[src/rtl/serial_add_ctrl.sv]
// serial_add_ctrl: bit-serial add/subtract through one full-add cell, LSB first
module serial_add_ctrl #(
  parameter int WIDTH = 8
) (
  input  logic             clk,
  input  logic             rst_n,
  input  logic             start,
  input  logic             sub,
  input  logic [WIDTH-1:0] a,
  input  logic [WIDTH-1:0] b,
  output logic             busy,
  output logic             done,
  output logic [WIDTH-1:0] S,
  output logic             C,
  output logic             ovf
);
  localparam int CW = $clog2(WIDTH) + 1;
  typedef enum logic [1:0] {IDLE, RUN, DONE} state_t;
  state_t state, state_nx;
  logic [WIDTH-1:0] op_a, op_b, sr;
  logic [CW-1:0] cnt;
  logic carry, hs, hc, hc2, sum, cout, last, accept;
  assign hs     = op_a[0] ^ op_b[0];
  assign hc     = op_a[0] & op_b[0];
  assign sum    = hs ^ carry;
  assign hc2    = hs & carry;
  assign cout   = hc | hc2;
  assign last   = (state == RUN) && (cnt == CW'(WIDTH - 1));
  assign accept = (state != RUN) && start;
  // next state: RUN runs WIDTH bits, IDLE/DONE accept a start
  always_comb begin
    state_nx = IDLE;
    state_nx = (state == RUN) ? (last ? DONE : RUN) : (start ? RUN : IDLE);
  end
  // state register with registered busy/done flags
  always_ff @(posedge clk or negedge rst_n) begin
    if (!rst_n) begin
      state <= IDLE;
      busy  <= 1'b0;
      done  <= 1'b0;
    end else begin
      state <= state_nx;
      busy  <= state_nx == RUN;
      done  <= state_nx == DONE;
    end
  end
  // operand capture, serial datapath and result register
  always_ff @(posedge clk or negedge rst_n) begin
    if (!rst_n) begin
      op_a  <= '0;
      op_b  <= '0;
      sr    <= '0;
      cnt   <= '0;
      carry <= 1'b0;
      S     <= '0;
      C     <= 1'b0;
      ovf   <= 1'b0;
    end else if (accept) begin
      op_a  <= a;
      op_b  <= sub ? ~b : b;
      carry <= sub;
      cnt   <= '0;
    end else if (state == RUN) begin
      sr    <= {sum, sr[WIDTH-1:1]};
      op_a  <= op_a >> 1;
      op_b  <= op_b >> 1;
      carry <= cout;
      cnt   <= cnt + 1'b1;
      if (last) begin
        S   <= {sum, sr[WIDTH-1:1]};
        C   <= cout;
        ovf <= carry ^ cout;
      end
    end
  end
endmodule
[config.mk]
export PLATFORM = sky130hd
export DESIGN_NAME = serial_add_ctrl
export DESIGN_NICKNAME = d
export VERILOG_FILES = /design/src/rtl/serial_add_ctrl.sv
export SDC_FILE = /design/constraint.sdc
export NUM_CORES = 1
export LEC_CHECK = 0
export CAP_MARGIN = 20
export CORE_MARGIN = 2
export CORE_UTILIZATION = 56
export DETAILED_ROUTE_END_ITERATION = 16
export PLACE_DENSITY = 0.82
export SLEW_MARGIN = 5
export SYNTH_ARGS = -nofsm -noshare
export SYNTH_HDL_FRONTEND = slang
export SYNTH_SLANG_ARGS = --single-unit
export TNS_END_PERCENT = 5
[constraint.sdc]
create_clock -name clk -period 2.37 [get_ports clk]
set_clock_uncertainty 0.1 [all_clocks]
set_input_delay 0.474 -clock clk [delete_from_list [all_inputs] [get_ports clk]]
set_output_delay 0.474 -clock clk [all_outputs]
set_load 0.05 [all_outputs]
-- Word-level counts from Yosys, hierarchy flattened
Cells that the tools add are included.
- register bits after elaboration: 43
- input port bits: 20
- output and inout port bits: 12
- logic and storage cells: 42
- add/subtract/negate cells: 1
- eq/ne operators: 5
- multiplexer cells: 12
- bitwise operators: 8
- reductions and logical operators: 5
- operators with widths (operator ; count):
    $mux 8 ; 5
    $mux 4 ; 2
    $not 8->8 ; 1
    $add 4x1->4 const B ; 1
    $eq 2x1->1 const B ; 2
    $eq 4x3->1 const B ; 1
    $mux 2 ; 2
    $mux 1 ; 3
    $reduce_and 3->1 ; 1
    $xor 1x1->1 ; 3
    $and 1x1->1 ; 2
    $eq 2x2->1 const B ; 1
    $logic_and 1x1->1 ; 2
    $ne 2x1->1 const B ; 1
    $reduce_and 2->1 ; 1
    $reduce_bool 2->1 ; 1
    $not 1->1 ; 1
    $or 1x1->1 ; 1

-- Longest topological paths before layout
- depth in word-level cells: 5
- mapped depth: 5
- gate-level depth less buffers: 3

-- Worst setup path before layout
Ideal clock, no wire load.
- path type: register to register
- start: register state[0]
- end: register C
- library setup time: 125 ps
- arrival: 1567 ps
- required time: 2145 ps
- slack: 578 ps
- stages on the path, launching flop included: 5
- path buffers: 1
- clock period less this slack: 1792 ps
- cells stage by stage: dfrtp_1 -> nor2b_4 -> and4b_4 -> buf_12 -> mux2_4
- word-level cells in the longest chain between the ends: 4
- elaborated cells between the ends (all ways): 6
- classes of those cells: eq/ne: 2; bitwise: 1; reduce/logical: 3
- ends and longest elaborated chain (element ; RTL line ; source):
    start: declaration ; 19 ; state_t state, state_nx;
    start signal: assignment ; 42 ; state <= state_nx;
    $ne 2x1->1 ; 29 ; assign accept = (state != RUN) && start;
    $logic_and 1x1->1 ; 29 ;
    $not 1->1 (no source line) ; -- ;
    $reduce_and 3->1 (no source line) * ; -- ;
    end signal: assignment ; 71 ; C <= cout;
    end: declaration ; 14 ; output logic C,
Mark *: on every way between the ends. The rest lies on a longest branch, timed or not.
A chain may end at the register's enable or synchronous reset.

-- Worst setup path after layout
- start: register S[2]
- end: output S[2]
- RTL lines (element ; RTL line ; source):
    start: declaration ; 13 ; output logic [WIDTH-1:0] S,
    start signal: assignment ; 70 ; S <= {sum, sr[WIDTH-1:1]};
No word-level cell between the ends.

==> metrics.txt <==
total CTS buffers 5; final WL ~3000 um; Post-Place Cells 212; Post-Syn Nets roughly 170; required time worst endpoint 1800 ps; number of port buffers 31; crit path max fanout 2; drt pass-1 iters 4; buffer and inverter count on the worst path 1; share of layout cells above drive strength 1 18.18%; die area between 3000 and 4000 sq um; leading area contributor after synthesis dfrtp_1; Seq/Total Area, Yosys between 50% and 60%; RSZ-0062 raised after global routing false; htree depth 2; clk root buf clkbuf_4; Final min period 2141 ps; Post-synth EDFFs 0; DPL Wire Length around 2100 um; Slew HR about two fifths; clk sinks between 40 and 50; crit path capture type output pin; post-CTS setup buffer count 0; Vias per Instance roughly 5.1; hold buffers post-CTS 0; DRT iter0 DRCs 39; PwrDens around 1300 nW/um^2; reg-to-reg slack, setup about 630 ps; I/O pin total 32; Cell variety after synth 23; Worst VDD drop 0.0008759 V; standard-cell rows 20; post-cts sizing count 0; max-slew violations 0; max-cap viol count 0; CP Cell Sequence clkdlybuf4s50_1; cell area after synthesis 1851 sq um; Synth top area share around 55%; Final period util roughly 90%; Die X-Extent just over 60 um; die height about 61 um; crit path to S[2]; via count between 1000 and 1500; HP Class in -> async; DR DRC count 0; reg2reg end cnt[2]; initial antenna violation count 0; Layout fillers 233; Clock Path Buffers 2; count leader, synth dfrtp_1; prevailing post-synth register cell dfrtp_1; synth-to-layout area growth 21.91%; R2R depth 4; wire length per cell 13.86 um; Commonest cells post-synth dfrtp_1, nand2_1, mux2i_1; critical path's largest stage delay 820 ps; remaining antenna violation count after routing 0; clk_lat worst skew 360 ps; Leakage about 1.0 nW; crit path launch type flip-flop; WP data arrival between 1500 and 2000 ps; Largest delay share family, worst path buffers and inverters; yosys warns 0; maximum clock frequency 0.4672 GHz; Async SR Flop Fraction between 90% and 100%; Final Hold Fails 0; synth top area cells dfrtp_1, mux2i_1, mux2_2, mux2_4, o21ai_0; GRT Overall Usage between 10% and 20%; Nets between 150 and 200; Stages on worst setup path 1; Antenna diodes 0; Worst-Margin Slew 885.8 ps; largest net degree at the start of global routing between 40 and 50; WS Path Type reg -> out; Overflow after GRT 0; vias in the first global route 1056; Placeable Area around 3100 sq um; Clock transition at path regs ~130 ps; worst r2r src state[1]; CTS tree done; final std cells w/o fill between 200 and 250; Synth Instances 144; Setup TNS 0 ps; effective utilization at floorplan 59.64%; GPL Wtd Cong 0.7245; Mean Syn Cell Area around 13 sq um; Worst Setup SP S[2]; final setup fails 0; Crit-path slowest cell clkdlybuf4s50_1; synthesized flop and latch total about 40; first-pass GRT wire length ~4900 um; status complete, no violations
## sequential cells by signal (all words and copies together) (netlist names)
register  count
op_b          8
op_a          8
sr            7
C             1
cnt           4
done          1
S             8
ovf           1
carry         1
state         2
## placed cells by master, fill, tap and decap left out, types with 2 or more instances in the layout
| cell | n |
|---|---|
| buf_4 | 2 |
| clkbuf_4 | 5 |
| clkdlybuf4s50_1 | 30 |
| dfrtp_1 | 41 |
| mux2_2 | 11 |
| mux2_4 | 8 |
| mux2i_1 | 17 |
| nand2_1 | 18 |
| nor2_1 | 4 |
| o21ai_0 | 16 |
| xor2_1 | 8 |
## stage by stage
stage	instance area, sq um	worst slack (ps)	hold WS [ps]	total power, mW	util [%]
floorplan	1851	578.2	78.41	2.202	-
global placement	2167	535.6	358.9	2.496	69.84
detailed placement	2167	487.6	371.3	2.564	69.84
CTS	2256	226.1	153.3	3.045	72.70
global route	2256	179.9	166.5	3.221	72.70
finish	2256	229.4	118.2	3.023	72.70
## worst register-to-register path, stage by stage, from the launching register on
cell     delay (ps)
dfrtp_1         420
nor2b_4         270
buf_4           390
mux2_2          390
mux2i_1         120
## how the worst min path moves through the flow
stage | start | endpoint | cells past startpoint
after floorplan | rst_n | C | 0
after global placement | op_a[3] | op_a[2] | 2
after detailed placement | op_b[7] | op_b[6] | 2
after CTS | rst_n | S[5] | 1
after global routing | rst_n | sr[5] | 1
final | rst_n | sr[5] | 1
## cell type report
| type | count | area, sq um | share of cell area [%] |
|---|---|---|---|
| clock inverters | 2 | 37.54 | 1.664 |
| repair buffers | 33 | 320.3 | 14.20 |
| multi-input cells | 94 | 765.7 | 33.94 |
| well taps | 44 | 55.05 | 2.440 |
| flip-flops and latches | 41 | 1026 | 45.48 |
| clock buffers | 6 | 51.30 | 2.274 |
## where the power goes
group          switching [mW]  total (mW)  internal [mW]
Sequential              0.203        1.20          0.998
Combinational           0.736        1.34          0.604
Clock                   0.232       0.483          0.251
Total                    1.17        3.02           1.85
## cells by family (layout without fill, tap and decap cells)
kind of cell / count (synthesis) / in the layout / synth area share, %
adder cells (fa/ha/maj): 2 / 2 / 1.758
buffers and inverters: 9 / 41 / 3.177
AO/OA/AOI/OAI: 20 / 20 / 5.883
multiplexers: 36 / 36 / 22.38
XOR/XNOR: 9 / 9 / 4.260
flip-flops: 41 / 41 / 55.44
AND/OR/NAND/NOR: 27 / 27 / 7.099
## routing by layer
| metal | GRT usage (%) | wire [um] | up-vias |
|---|---|---|---|
| met1 | 24.21 | 1438 | 548 |
| li1 | - | - | 553 |
| met2 | 27.52 | 1442 | 21 |
| met4 | 9.119 | 45 | 0 |
| met3 | 5.672 | 123 | 7 |
| met5 | 0 | 0 | - |
No activity file was read; power rests on OpenSTA's default activity.
